==> src/rtl/barrel_shift_pkg.sv <==
// Shared mode encodings, stage control payload and bit-reverse helper for the
// pipelined barrel shifter.
package barrel_shift_pkg;

    localparam int MAX_W = 256;

    typedef enum logic [2:0] {
        MODE_SLL = 3'b000,
        MODE_SRL = 3'b001,
        MODE_SRA = 3'b010,
        MODE_ROL = 3'b011,
        MODE_ROR = 3'b100
    } mode_e;

    // Data and shamt widths depend on the instance, so they travel beside this record.
    typedef struct packed {
        logic [2:0] mode;
        logic       rev;
        logic       ovf;
    } stage_ctrl_t;

    localparam int CTRL_W = $bits(stage_ctrl_t);

    function automatic logic [MAX_W-1:0] bit_reverse(input logic [MAX_W-1:0] x);
        logic [MAX_W-1:0] r;
        for (int i = 0; i < MAX_W; i++) begin
            r[i] = x[MAX_W-1-i];
        end
        return r;
    endfunction

endpackage

==> src/rtl/barrel_shift_stage.sv <==
// One mux level (fixed distance 2^K) with its valid/ready slice, or a plain
// combinational bypass when REG=0. Overflow tracking under BARREL_SHIFT_OVF_EN.
module barrel_shift_stage
    import barrel_shift_pkg::*;
#(
    parameter int WIDTH   = 16,
    parameter int SHAMT_W = 4,
    parameter int K       = 0,
    parameter bit REG     = 1'b1
) (
    input  logic               clk_i,
    input  logic               rst_i,
    input  logic               in_valid,
    output logic               in_ready,
    input  logic [WIDTH-1:0]   in_data,
    input  logic [SHAMT_W-1:0] in_shamt,
    input  logic [CTRL_W-1:0]  in_ctrl,
    output logic               out_valid,
    input  logic               out_ready,
    output logic [WIDTH-1:0]   out_data,
    output logic [SHAMT_W-1:0] out_shamt,
    output logic [CTRL_W-1:0]  out_ctrl
);

    localparam int DIST = 1 << K;

    stage_ctrl_t      ctrl_in;
    stage_ctrl_t      ctrl_next;
    logic [WIDTH-1:0] shifted;
    logic             ovf_level;

    assign ctrl_in = in_ctrl;

    // Left ops arrive bit-reversed, so SLL/ROL are executed as SRL/ROR here.
    always_comb begin
        shifted   = in_data;
        ovf_level = 1'b0;
        if (in_shamt[K]) begin
            case (ctrl_in.mode)
                MODE_SLL, MODE_SRL: shifted = in_data >> DIST;
                MODE_SRA:           shifted = $signed(in_data) >>> DIST;
                MODE_ROL, MODE_ROR: shifted = (in_data >> DIST) | (in_data << (WIDTH - DIST));
                default:            shifted = in_data;
            endcase
`ifdef BARREL_SHIFT_OVF_EN
            if (ctrl_in.mode == MODE_SLL) begin
                for (int i = 0; i < DIST; i++) begin
                    if (in_data[i] != in_data[DIST]) begin
                        ovf_level = 1'b1;
                    end
                end
            end
`endif
        end
    end

    always_comb begin
        ctrl_next     = ctrl_in;
        ctrl_next.ovf = ctrl_in.ovf | ovf_level;
    end

    if (REG) begin : g_reg
        logic               valid_q;
        logic [WIDTH-1:0]   data_q;
        logic [SHAMT_W-1:0] shamt_q;
        logic [CTRL_W-1:0]  ctrl_q;

        assign in_ready = ~valid_q | out_ready;

        always_ff @(posedge clk_i) begin
            if (rst_i) begin
                valid_q <= 1'b0;
                data_q  <= '0;
                shamt_q <= '0;
                ctrl_q  <= '0;
            end else begin
                if (in_ready) begin
                    valid_q <= in_valid;
                end
                if (in_valid && in_ready) begin
                    data_q  <= shifted;
                    shamt_q <= in_shamt;
                    ctrl_q  <= ctrl_next;
                end
            end
        end

        assign out_valid = valid_q;
        assign out_data  = data_q;
        assign out_shamt = shamt_q;
        assign out_ctrl  = ctrl_q;
    end else begin : g_bypass
        logic unused_clk;
        assign unused_clk = clk_i ^ rst_i;
        assign in_ready   = out_ready;
        assign out_valid  = in_valid;
        assign out_data   = shifted;
        assign out_shamt  = in_shamt;
        assign out_ctrl   = ctrl_next;
    end

endmodule

==> src/rtl/barrel_shift_pipe.sv <==
// Pipelined multi-mode barrel shifter with valid/ready streaming on both sides.
// Define BARREL_SHIFT_OVF_EN to add the out_ovf_o signed-overflow flag for SLL.
module barrel_shift_pipe
    import barrel_shift_pkg::*;
#(
    parameter int   WIDTH   = 16,
    parameter int   PIPE    = 1,
    localparam int  SHAMT_W = $clog2(WIDTH)
) (
    input  logic               clk_i,
    input  logic               rst_i,
    input  logic               in_valid_i,
    output logic               in_ready_o,
    input  logic [WIDTH-1:0]   in_data_i,
    input  logic [SHAMT_W-1:0] in_shamt_i,
    input  logic [2:0]         in_mode_i,
    output logic               out_valid_o,
    input  logic               out_ready_i,
    output logic [WIDTH-1:0]   out_data_o
`ifdef BARREL_SHIFT_OVF_EN
    ,
    output logic               out_ovf_o
`endif
);

    localparam int LAST = SHAMT_W - 1;

    if (WIDTH < 4 || (WIDTH & (WIDTH - 1)) != 0 || WIDTH >= MAX_W) begin : g_bad_width
        $error("barrel_shift_pipe: WIDTH must be a power of two, at least 4 and below %0d", MAX_W);
    end
    if (PIPE != 0 && PIPE != 1) begin : g_bad_pipe
        $error("barrel_shift_pipe: PIPE must be 0 or 1");
    end

    logic             rev_in;
    logic [MAX_W-1:0] rev_in_full;
    logic [MAX_W-1:0] rev_out_full;
    logic [WIDTH-1:0] stage0_data;
    stage_ctrl_t      stage0_ctrl;

    // Left operations are reversed on entry and undone on exit.
    assign rev_in      = (in_mode_i == MODE_SLL) || (in_mode_i == MODE_ROL);
    assign rev_in_full = bit_reverse(MAX_W'(in_data_i));
    assign stage0_data = rev_in ? rev_in_full[MAX_W-1 -: WIDTH] : in_data_i;

    always_comb begin
        stage0_ctrl      = '0;
        stage0_ctrl.mode = in_mode_i;
        stage0_ctrl.rev  = rev_in;
    end

    for (genvar k = 0; k < SHAMT_W; k++) begin : g_lvl
        logic               src_valid;
        logic [WIDTH-1:0]   src_data;
        logic [SHAMT_W-1:0] src_shamt;
        stage_ctrl_t        src_ctrl;
        logic               acc_ready;
        logic               dn_ready;
        logic               valid;
        logic [WIDTH-1:0]   data;
        logic [SHAMT_W-1:0] shamt;
        stage_ctrl_t        ctrl;

        if (k == 0) begin : g_src
            assign src_valid = in_valid_i;
            assign src_data  = stage0_data;
            assign src_shamt = in_shamt_i;
            assign src_ctrl  = stage0_ctrl;
        end else begin : g_src
            assign src_valid = g_lvl[k-1].valid;
            assign src_data  = g_lvl[k-1].data;
            assign src_shamt = g_lvl[k-1].shamt;
            assign src_ctrl  = g_lvl[k-1].ctrl;
        end

        if (k == LAST) begin : g_dn
            assign dn_ready = out_ready_i;
        end else begin : g_dn
            assign dn_ready = g_lvl[k+1].acc_ready;
        end

        barrel_shift_stage #(
            .WIDTH   (WIDTH),
            .SHAMT_W (SHAMT_W),
            .K       (k),
            .REG     (PIPE == 1 || k == LAST)
        ) u_stage (
            .clk_i     (clk_i),
            .rst_i     (rst_i),
            .in_valid  (src_valid),
            .in_ready  (acc_ready),
            .in_data   (src_data),
            .in_shamt  (src_shamt),
            .in_ctrl   (src_ctrl),
            .out_valid (valid),
            .out_ready (dn_ready),
            .out_data  (data),
            .out_shamt (shamt),
            .out_ctrl  (ctrl)
        );
    end

    assign in_ready_o   = g_lvl[0].acc_ready;
    assign out_valid_o  = g_lvl[LAST].valid;
    assign rev_out_full = bit_reverse(MAX_W'(g_lvl[LAST].data));
    assign out_data_o   = g_lvl[LAST].ctrl.rev ? rev_out_full[MAX_W-1 -: WIDTH] : g_lvl[LAST].data;

`ifdef BARREL_SHIFT_OVF_EN
    assign out_ovf_o = g_lvl[LAST].ctrl.ovf;
`endif

    logic unused_bits;
    assign unused_bits = ^{rev_in_full[MAX_W-WIDTH-1:0], rev_out_full[MAX_W-WIDTH-1:0],
                           g_lvl[LAST].shamt, g_lvl[LAST].ctrl.mode, g_lvl[LAST].ctrl.ovf};

endmodule

==> config.mk <==
export PLATFORM = sky130hd
export DESIGN_NAME = barrel_shift_pipe
export DESIGN_NICKNAME = d
export VERILOG_FILES = /design/src/rtl/barrel_shift_pkg.sv /design/src/rtl/barrel_shift_stage.sv /design/src/rtl/barrel_shift_pipe.sv
export SDC_FILE = /design/constraint.sdc
export NUM_CORES = 1
export LEC_CHECK = 0
export BUFFER_PORTS_ARGS = -buffer_cell sky130_fd_sc_hd__buf_2
export CAP_MARGIN = 30
export CORE_ASPECT_RATIO = 0.75
export CORE_MARGIN = 2
export CORE_UTILIZATION = 25
export DETAILED_ROUTE_END_ITERATION = 12
export PLACE_DENSITY_LB_ADDON = 0.25
export SLEW_MARGIN = 30
export SYNTH_ARGS = -nofsm -noshare
export SYNTH_HDL_FRONTEND = slang
export SYNTH_SLANG_ARGS = --single-unit
==> constraint.sdc <==
create_clock -name clk_i -period 1.6 [get_ports clk_i]
set_clock_uncertainty 0.05 [all_clocks]
set_input_delay 0.08 -clock clk_i [delete_from_list [all_inputs] [get_ports clk_i]]
set_output_delay 0.08 -clock clk_i [all_outputs]
set_load 0.02 [all_outputs]
Word-level counts from Yosys, hierarchy flattened:

Cells that the tools add are included.

* register bits: 93
* input port bits: 27
* logic and storage cells: 70

* equal/unequal tests: 16
* muxes and demuxes: 10
* bitwise logic cells: 12
* reductions and logical operators: 17

Operators by type and width (count)
* 16-bit case mux with 3 select lines: 4
* 16-bit two-way mux: 6
* 3-bit by 2-bit equality test with 1-bit output (second input constant): 8
* 12-bit by 16-bit bitwise OR with 16-bit output: 1
* 14-bit by 16-bit bitwise OR with 16-bit output: 1
* 15-bit by 16-bit bitwise OR with 16-bit output: 1
* 8-bit by 16-bit bitwise OR with 16-bit output: 1
* 2-bit OR reduction: 8
* 3-bit by 1-bit equality test with 1-bit output (second input constant): 4
* 3-bit equality test (second input constant): 4
* 3-bit logical NOT: 4
* 1-bit logical AND: 4
* 1-bit inverter: 4
* 1-bit bitwise OR: 4
* 1-bit logical OR: 1

Longest topological paths before layout:

Gate-level depths: netlist of run 1.

* depth after elaboration: 6
* gate-level depth with buffers: 6
* depth with buffers taken out: 4

Hierarchy:

From an unflattened synthesis of run 1, not the netlist that was laid out.

* cell total of the unflattened synthesis: 624
* area total of the unflattened synthesis: 5544.1 um2

Modules (own cells, without submodules)
* barrel_shift_stage (g_lvl[3].u_stage): instances 1, cells each 148, area each 1346.3 um2, seq. area each 520.5 um2
* barrel_shift_stage (g_lvl[2].u_stage): instances 1, cells each 152, area each 1312.5 um2, seq. area each 520.5 um2
* barrel_shift_stage (g_lvl[1].u_stage): instances 1, cells each 146, area each 1238.7 um2, seq. area each 520.5 um2
* barrel_shift_stage (g_lvl[0].u_stage): instances 1, cells each 140, area each 1198.6 um2, seq. area each 520.5 um2
* barrel_shift_pipe: instances 1, cells each 38, area each 447.9 um2, seq. area each 0.0 um2

Least setup slack after synthesis of run 1:

Ideal clock, no wire load.

* path kind: register to register
* start: reg g_lvl[3].u_stage.g_reg.valid_q
* end: reg g_lvl[3].u_stage.g_reg.data_q[10]
* arrival: 1.432 ns
* slack: 0.048 ns
* cell stages (with the launch flop): 7
* cells stage by stage: dfxtp_1 > nor2b_1 > nor2b_1 > clkbuf_1 > clkbuf_1 > o221ai_1 > a21oi_1

* word-level cells in the longest chain between the ends: 3

Ends and longest elaborated chain
* start, declared: line barrel_shift_stage.sv:63 `logic valid_q;`
* start signal, assigned: line barrel_shift_stage.sv:78 `valid_q <= in_valid;`
* 1-bit inverter: line barrel_shift_stage.sv:68 `assign in_ready = ~valid_q | out_ready;`
* 1-bit bitwise OR: line barrel_shift_stage.sv:68
* 1-bit logical AND: line barrel_shift_stage.sv:80 `if (in_valid && in_ready) begin`
* end signal, assigned: line barrel_shift_stage.sv:81 `data_q <= shifted;`
* end, declared: line barrel_shift_stage.sv:64 `logic [WIDTH-1:0] data_q;`

Every way passes these cells.
A chain may end at the register's enable or synchronous reset.

Final worst setup path of run 1:

* start: reg g_lvl[3].u_stage.g_reg.ctrl_q[1]
* end: out out_data_o[12]

* word-level cells in the longest chain between the ends: 1

Ends and longest elaborated chain
* start, declared: line barrel_shift_stage.sv:66 `logic [CTRL_W-1:0] ctrl_q;`
* start signal, assigned: line barrel_shift_stage.sv:83 `ctrl_q <= ctrl_next;`
* 16-bit two-way mux: line barrel_shift_pipe.sv:106 `assign out_data_o = g_lvl[LAST].ctrl.rev ? rev_out_full[MAX_W-1 -: WIDTH] : g_lvl[LAST].data;`
* end, declared: line barrel_shift_pipe.sv:19 `output logic [WIDTH-1:0] out_data_o`

Every way passes these cells.

==> results.cfg, run 1 <==
[logic_synthesis]
synth.area.top_cells = dfxtp_1, mux2_2, a21oi_1
avgSynthCellArea_um2 = 8.043
yosysSeqAreaShare_pct = 33.73
yosys_warnings = 0
synth_cells = 642
synth_cell_types = 46
synth_top_cell_by_area = dfxtp_1
yosysTopAreaCellShare_pct = 33.73
synth_fp_nets = 669
synthArstFlopShare_pct = 0
synth-seq-cells = 87
synth_area_mm2 = 0.005164
synth-edff-count = 0
yosys_most_used_dff = dfxtp_1

[placement]
place_inst = 932
portBuffers = 44
gp_congestion = 0.8263
dp_hpwl_mm = 10.58

[timing]
setup_violations = 0
worst_pin_slew_ns = 0.4959
hold_violations = 0
period_share_pct = 95.62
rsz0062_at_grt = no
max_freq_ghz = 0.6536
min_period_ns = 1.530
slew_headroom_pct = 66.94
slew_viol_final = 0

[pwr]
p_total_w = 0.005789
p_leak_nw = 2.248
seq_power_share_pct = 41.0
p_int_w = 0.004330
switchingPower_w = 0.001459
ir_drop_v = 0.0004365
sw_frac_of_total_pct = 25.20
p_per_area_mw_per_mm2 = 904.9
comb_power_share_pct = 14.8
p_clk_share_pct = 44.3

[drt]
drc_errors = 0
wl_per_cell_um = 15.42
ant_nets = 0
num_vias = 5015
routed_wl_mm = 14.70
vias_per_cell = 5.262
drt_pass1_iterations = 6
drt-initial-drc-count = 438

[setup_path]
critPathKind = reg2out
crit_chain = buf_4, mux2_2, buf_2
cp.required_ns = 1.47
crit_arrival_ns = 1.40
crit_fanout = 17
start_kind = flop
slowest_delay_ns = 0.36
slowest_stage = mux2_2
worstSetupEndpointType = output pin

[cells_and_area]
drive_gt1_share_pct = 22.30
utilization_pct = 31.56
area_growth_pct = 23.89
final_cells = 953
nNetsFinal = 717
antenna_cells = 0

[job]
max-cap-violations = 0

[clocking]
cts_buffer_depth = 2
cts_setup_buffers = 0
root_buffer = clkbuf_16
cts.clk_slew.worst_paths_ns = 0.06
insertion_delay_ns = 0.35
cts_tree = yes
clock_sinks = 87
htree_levels = 3
cts_inserted_buffers = 9

[die]
core_mm2 = 0.02027
die_h_um = 128.5
design.die.area_mm2 = 0.02183
initial_core_util_pct = 25.48
ios = 45
rows = 45
fp.dieW_um = 170.0

[global_route]
antenna_found_initial = 0
grt_pass1_wl_mm = 24.72
gr-total-overflow = 0
grt_use_total_pct = 14.06
grt_pass1_vias = 4687
grt_start_max_net_pins = 56

[outcome]
status = completed

[hold_path]
hp-class = in2reg
-- timing repair --
action                     CTS  global route
setup endpoints to repair    0            11
hold endpoints to repair     5             0
hold buffers                 5             0
gates resized for setup      0             5
-- cells in the final DEF, fill, tap and decap left out, types with 2 or more instances in the layout --
cell type      netlist  layout
a41oi_2              2       2
nor2b_1              3       2
o22ai_1              3       3
or2b_2               2       2
dlygate4sd3_1        0       5
a41oi_1             10      10
clkbuf_16            0       9
inv_1               17      17
nand2_1             74      74
or3b_2               3       3
clkinv_2             0       3
buf_4                7      35
a21oi_1             62      61
o32ai_1             14      14
a22oi_1             10      10
mux2_2              32      32
buf_12               0      14
bufinv_16            0       4
or4_1               14      14
o21bai_1             8       8
dfxtp_1             87      86
o21ai_0             13      12
mux2i_1             20      20
a311oi_1            18      18
o221ai_1            10      10
a222oi_1             2       2
o21a_1               2       2
a32oi_1             16      16
o31ai_1             14      14
clkinv_1             2       2
o21ai_1              4       4
nand3_1             14      14
and3_1               2       2
nor2_1              69      69
a211oi_1            22      21
buf_2               17      44
nand2b_1            21      21
-- per-stage QoR --
stage / hold slack (ns) / TNS, ns / setup slack [ns] / cell area, µm²
2_1_floorplan: 0.1474 / 0 / 0.04799 / 5164
3_3_place_gp: 0.2636 / -0.02481 / -0.02027 / 5976
3_5_place_dp: 0.2693 / -0.08379 / -0.05320 / 5976
4_1_cts: 0.06672 / 0 / 0.03533 / 6386
5_1_grt: 0.08061 / 0 / 0.0001378 / 6397
6_report: 0.07166 / 0 / 0.07008 / 6397
-- metal layers --
| metal | vias up | share of wire (%) | track usage (%) |
|---|---|---|---|
| met4 | 0 | 1.0 | 3.268 |
| li1 | 2494 | - | - |
| met5 | - | 0 | 0 |
| met1 | 2406 | 52 | 21.06 |
| met3 | 10 | 4.1 | 3.414 |
| met2 | 105 | 42 | 20.12 |
-- flip-flops by register name, summed over array words and instances (netlist names) --
name,flops
g_lvl.u_stage.out_ctrl,13
g_lvl.u_stage.out_data,64
g_lvl.u_stage.out_shamt,6
g_lvl.u_stage.out_valid,4
-- synth_stat cells (3+ instances only) --
| library cell | n |
|---|---|
| a211oi_1 | 22 |
| a21oi_1 | 62 |
| a22oi_1 | 10 |
| a311oi_1 | 18 |
| a32oi_1 | 16 |
| a41oi_1 | 10 |
| buf_2 | 17 |
| buf_4 | 7 |
| clkbuf_1 | 33 |
| dfxtp_1 | 87 |
| inv_1 | 17 |
| mux2_2 | 32 |
| mux2i_1 | 20 |
| nand2_1 | 74 |
| nand2b_1 | 21 |
| nand3_1 | 14 |
| nor2_1 | 69 |
| nor2b_1 | 3 |
| o21ai_0 | 13 |
| o21ai_1 | 4 |
| o21bai_1 | 8 |
| o221ai_1 | 10 |
| o22ai_1 | 3 |
| o31ai_1 | 14 |
| o32ai_1 | 14 |
| or3b_2 | 3 |
| or4_1 | 14 |
-- cell type report --
cell class / count / area (µm²)
timing repair buffer: 98 / 813.3
clock buffer: 9 / 225.2
clock inverter: 7 / 135.1
sequential: 87 / 1743
tap: 258 / 322.8
fill: 2163 / 13870
inverter: 19 / 71.32
multi-input combinational: 475 / 3087
-- critical path: cells and delay by family (launching register included) --
family,cells,cell delay (ns)
DFF,1,0.30
buffers and inverters,2,0.38
muxes,1,0.36
-- kinds of logic (layout without fill, tap and decap cells) --
family          count (synthesis)  after routing  synth area share [%]
compound gates                212            212                 29.03
xor+xnor                        2              2                0.6300
buf+inv                        80            133                 7.027
flops                          87             87                 33.73
mux                            52             52                 10.86
simple gates                  209            209                 18.73
-- power by group through the flow --
stage | clock network, W | registers [W] | logic (W)
6_report | 0.00256 | 0.00237 | 0.000856
5_1_grt | 0.00274 | 0.00239 | 0.000957
4_1_cts | 0.00262 | 0.00237 | 0.000855
3_5_place_dp | 0 | 0.00242 | 0.000842
3_3_place_gp | 0 | 0.00242 | 0.000843
2_1_floorplan | 0 | 0.00238 | 0.000554
-- final timing paths --
path | slack, ns | from | end | cells after the start
worst max register to register | 0.08 | g_lvl[1].u_stage.out_ctrl[2] | g_lvl[2].u_stage.out_data[14] | 4
worst min-delay path | 0.07 | in_data_i[15] | g_lvl[0].u_stage.out_data[15] | 3
worst min register to register | 0.41 | g_lvl[1].u_stage.out_ctrl[1] | g_lvl[1].u_stage.out_ctrl[1] | 2
worst max-delay path | 0.07 | g_lvl[3].u_stage.out_ctrl[1] | out_data_o[12] | 3
Power figures use the tool's default switching activity.
==> run 2: changes to the inputs <==
- SYNTH_HIERARCHICAL: default -> 1
==> results.cfg, run 2 <==
[clocking]
insertion_delay_ns = 0.35
cts_buffer_depth = 2
root_buffer = clkbuf_16
cts_tree = yes
cts_inserted_buffers = 9
clock_sinks = 87
cts.clk_slew.worst_paths_ns = 0.06
htree_levels = 3

[cells_and_area]
multi_input_area_mm2 = 0.003069
area_growth_pct = 25.37
final_cell_mix = dfxtp_1, nor2_1, buf_2
antenna_cells = 0
final_common_cell = dfxtp_1
ff_latch_area_mm2 = 0.001745
utilization_pct = 32.04
largest_reg_flops = 64
fillCellCount = 2034
nNetsFinal = 637
final_cells = 868
drive_gt1_share_pct = 41.14

[drt]
drc_errors = 0
wl_per_cell_um = 15.40
drt-initial-drc-count = 245
drt_pass1_iterations = 5
vias_per_cell = 4.988
num_vias = 4330
routed_wl_mm = 13.37
ant_nets = 0

[pwr]
sw_frac_of_total_pct = 27.02
p_total_w = 0.005400
switchingPower_w = 0.001459
seq_power_share_pct = 44.5
p_int_w = 0.003941
p_leak_nw = 2.290
p_clk_share_pct = 40.8
comb_power_share_pct = 14.7
ir_drop_v = 0.0004454
p_per_area_mw_per_mm2 = 867.1

[setup_path]
cp.required_ns = 1.80
critPathKind = reg2reg
r2r_slack_ns = -0.20
worstSetupEndpointType = flop
crit_arrival_ns = 2.00
crit_fanout = 6
start_kind = flop

[global_route]
grt_pass1_vias = 4288
grt_start_max_net_pins = 36
grt_use_total_pct = 13.00
antenna_found_initial = 0
gr-total-overflow = 0
grt_pass1_wl_mm = 21.97

[placement]
dp_hpwl_mm = 9.264
portBuffers = 44
place_inst = 841
gp_congestion = 0.8014

[timing]
period_share_pct = 112.4
fin_tns_setup_ns = -5.674
slew_headroom_pct = 63.99
worst_pin_slew_ns = 0.5389
slew_viol_final = 0
setup_slack_ns = -0.1987
hold_violations = 0
min_period_ns = 1.799
rsz0062_at_grt = yes
max_freq_ghz = 0.5560
setup_violations = 46

[die]
initial_core_util_pct = 25.56
die_h_um = 126.1
core_mm2 = 0.01943
fp.dieW_um = 166.8
rows = 44
design.die.area_mm2 = 0.02102
ios = 45

[logic_synthesis]
yosys_warnings = 6
synth_area_mm2 = 0.004967
synth_fp_nets = 582
synth_cells = 555
avgSynthCellArea_um2 = 8.950

[hold_path]
hp-class = in2reg

[outcome]
status = complete, but fails checks
violations = negative setup slack

[job]
max-cap-violations = 0
[run 2: path summary, 6_finish.rpt]
path	from	cells after the start	to
max	g_lvl[3].u_stage/out_valid	9	g_lvl[0].u_stage/out_data[9]
min	in_shamt_i[0]	3	g_lvl[0].u_stage/out_data[0]
max reg2reg	g_lvl[3].u_stage/out_valid	9	g_lvl[0].u_stage/out_data[9]
min reg2reg	g_lvl[0].u_stage/out_shamt[3]	2	g_lvl[1].u_stage/out_shamt[3]
[run 2: what timing repair did]
| action | in CTS | in global routing |
|---|---|---|
| buffers inserted | 3 | 1 |
| setup endpoints to repair | 43 | 82 |
| hold buffers | 3 | 0 |
| cloned | 4 | 0 |
| endpoints found under the hold margin | 3 | 0 |
| gates resized for setup | 25 | 26 |
| pin swaps | 8 | 19 |
[run 2: routing by layer]
metal / up-vias / wire, µm / part of all wire (%) / global-route usage, %
li1: 2147 / - / - / -
met1: 2085 / 6428 / 48 / 17.31
met2: 76 / 6152 / 46 / 20.44
met3: 22 / 550 / 4.1 / 3.520
met4: 0 / 240 / 1.8 / 4.260
met5: - / 0 / 0 / 0
[run 2: power groups by stage]
| stage | clock (W) | sequential [W] | combinational [W] |
|---|---|---|---|
| final | 0.00220 | 0.00240 | 0.000795 |
| after CTS | 0.00226 | 0.00240 | 0.000771 |
| after floorplan | 0 | 0.00240 | 0.000554 |
| after global routing | 0.00235 | 0.00242 | 0.000872 |
| after global placement | 0 | 0.00245 | 0.000689 |
| after detailed placement | 0 | 0.00245 | 0.000707 |
[run 2: worst max-delay path, cell delays in order, from the launching register on]
cell,delay (ns)
dfxtp_4,0.34
and2b_2,0.20
inv_2,0.05
nand2b_4,0.11
nand2b_4,0.12
nand2b_4,0.21
and2_4,0.26
buf_6,0.12
nor2_2,0.03
a2111oi_2,0.20
[run 2: final cells by class]
type	instances	area share, %
multi-input combinational	407	49.29
sequential	87	28.03
timing repair buffer	95	12.04
tap	253	5.083
clock buffer	12	4.119
clock inverter	4	0.8439
inverter	10	0.6028
[run 2: through the flow]
step / cell area [µm²] / hold WS (ns) / setup slack [ns]
6_report: 6227 / 0.03441 / -0.1987
5_1_grt: 6227 / 0.05235 / -0.2889
4_1_cts: 6111 / 0.02366 / -0.2128
3_5_place_dp: 5579 / 0.2747 / -0.2730
3_3_place_gp: 5579 / 0.2875 / -0.1748
2_1_floorplan: 5075 / 0.09886 / -0.3348
==> run 3: changes to the inputs <==
- ABC_CLOCK_PERIOD_IN_PS: default -> 1600
- RECOVER_POWER: default -> 25
- SYNTH_HIERARCHICAL: 1 -> default
==> results.cfg, run 3 (synthesis results as in run 1) <==
[outcome]
status = completed

[global_route]
antenna_found_initial = 0
grt_start_max_net_pins = 56
grt_pass1_wl_mm = 24.72
grt_pass1_vias = 4687
gr-total-overflow = 0
grt_use_total_pct = 14.06

[drt]
drt_pass1_iterations = 8
wl_per_cell_um = 15.44
vias_per_cell = 5.264
ant_nets = 0
routed_wl_mm = 14.72
num_vias = 5017
drt-initial-drc-count = 438
drc_errors = 0

[setup_path]
crit_fanout = 17
crit_arrival_ns = 1.40
worstSetupEndpointType = output pin
cp.required_ns = 1.47
slowest_delay_ns = 0.36
start_kind = flop
r2r_slack_ns = 0.09
rr_endpoint = g_lvl[2].u_stage.out_data[14]
worst-path-buf-inv = 2
crit_chain = buf_4, mux2_2, buf_2
critPathKind = reg2out
rr_startpoint = g_lvl[1].u_stage.out_ctrl[2]
reg2regPathDepth = 4
critPathTopFamily = buffers and inverters
slowest_stage = mux2_2

[clocking]
insertion_delay_ns = 0.35
clock_sinks = 87
cts_inserted_buffers = 9
root_buffer = clkbuf_16
cts.clk_slew.worst_paths_ns = 0.06
htree_levels = 3
cts_setup_buffers = 0
cts_buffer_depth = 2
cts_tree = yes

[hold_path]
min_to = g_lvl[0].u_stage.out_data[15]
hold_start = in_data_i[15]
hold_path_depth = 3
hp-class = in2reg

[die]
design.die.area_mm2 = 0.02183
initial_core_util_pct = 25.48
die_h_um = 128.5
core_mm2 = 0.02027
rows = 45
fp.dieW_um = 170.0
ios = 45

[pwr]
sw_frac_of_total_pct = 25.21
p_clk_share_pct = 44.3
ir_drop_v = 0.0004365
comb_power_share_pct = 14.8
p_total_w = 0.005789
p_int_w = 0.004329
switchingPower_w = 0.001459
p_leak_nw = 2.240
seq_power_share_pct = 41.0
p_per_area_mw_per_mm2 = 905.6

[placement]
place_inst = 932
gp_congestion = 0.8263
portBuffers = 44
dp_hpwl_mm = 10.58
dp_slack_ns = -0.05320

[timing]
period_share_pct = 95.61
worst_pin_slew_ns = 0.4945
hold-worst-slack_ns = 0.07131
max_freq_ghz = 0.6537
hold_violations = 0
rsz0062_at_grt = no
setup_slack_ns = 0.07019
slew_viol_final = 0
fin_tns_setup_ns = 0
setup_violations = 0
min_period_ns = 1.530
slew_headroom_pct = 67.04

[cells_and_area]
final_common_cell = dfxtp_1
nNetsFinal = 717
ff_latch_area_mm2 = 0.001743
fillCellCount = 2164
final_cells = 953
largest_reg_flops = 64
antenna_cells = 0
area_growth_pct = 23.79
drive_gt1_share_pct = 22.01
multi_input_area_mm2 = 0.003087
final_cell_mix = dfxtp_1, nand2_1, nor2_1

[job]
max-cap-violations = 0
==> run 3: area by class of cell <==
cell class,instances,share of cell area [%]
Clock buffer,9,3.523
Sequential cell,87,27.27
Timing Repair Buffer,98,12.64
Multi-Input combinational cell,475,48.29
Clock inverter,7,2.114
Tap cell,258,5.050
Inverter,19,1.116
==> run 3: timing repair <==
| item | in CTS | in global routing |
|---|---|---|
| endpoints found under the hold margin | 5 | 0 |
| hold buffers | 5 | 0 |
| setup endpoints to repair | 0 | 11 |
| gates resized for setup | 0 | 5 |
==> run 3: worst reg2reg max path: cells and delay by family (launching register included) <==
family | cells | cell delay, ns
flip-flops | 1 | 0.44
AO/OA/AOI/OAI | 3 | 0.52
multiplexers | 1 | 0.38
==> run 3: per-layer routing <==
metal	GRT usage (%)	routed length (µm)
met4	3.268	154
met1	21.06	7785
met3	3.414	535
met5	0	0
met2	20.12	6242
==> run 3: how the worst max path moves through the flow <==
| stage | from | to | slack (ns) | depth (start not counted) |
|---|---|---|---|---|
| global route | g_lvl[3].u_stage.out_ctrl[1] | out_data_o[10] | 0.0001 | 3 |
| detailed placement | in_mode_i[1] | g_lvl[0].u_stage.out_data[6] | -0.05 | 5 |
| floorplan | g_lvl[3].u_stage.out_valid | g_lvl[3].u_stage.out_data[10] | 0.05 | 6 |
| global placement | in_mode_i[1] | g_lvl[0].u_stage.out_data[6] | -0.02 | 5 |
| finish | g_lvl[3].u_stage.out_ctrl[1] | out_data_o[12] | 0.07 | 3 |
| CTS | out_ready_i | g_lvl[0].u_stage.out_data[8] | 0.04 | 7 |
==> run 3: through the flow <==
stage               utilization, %  area [µm²]
global route                 31.54        6392
detailed placement           29.48        5976
global placement             29.48        5976
finish                       31.54        6392
floorplan                        -        5164
CTS                          31.51        6386
==> run 3: power groups by stage <==
| stage | clock, W | combinational [W] | sequential (W) |
|---|---|---|---|
| finish | 0.00256 | 0.000855 | 0.00237 |
| global route | 0.00274 | 0.000956 | 0.00239 |
| CTS | 0.00262 | 0.000855 | 0.00237 |
| detailed placement | 0 | 0.000842 | 0.00242 |
| global placement | 0 | 0.000843 | 0.00242 |
| floorplan | 0 | 0.000554 | 0.00238 |
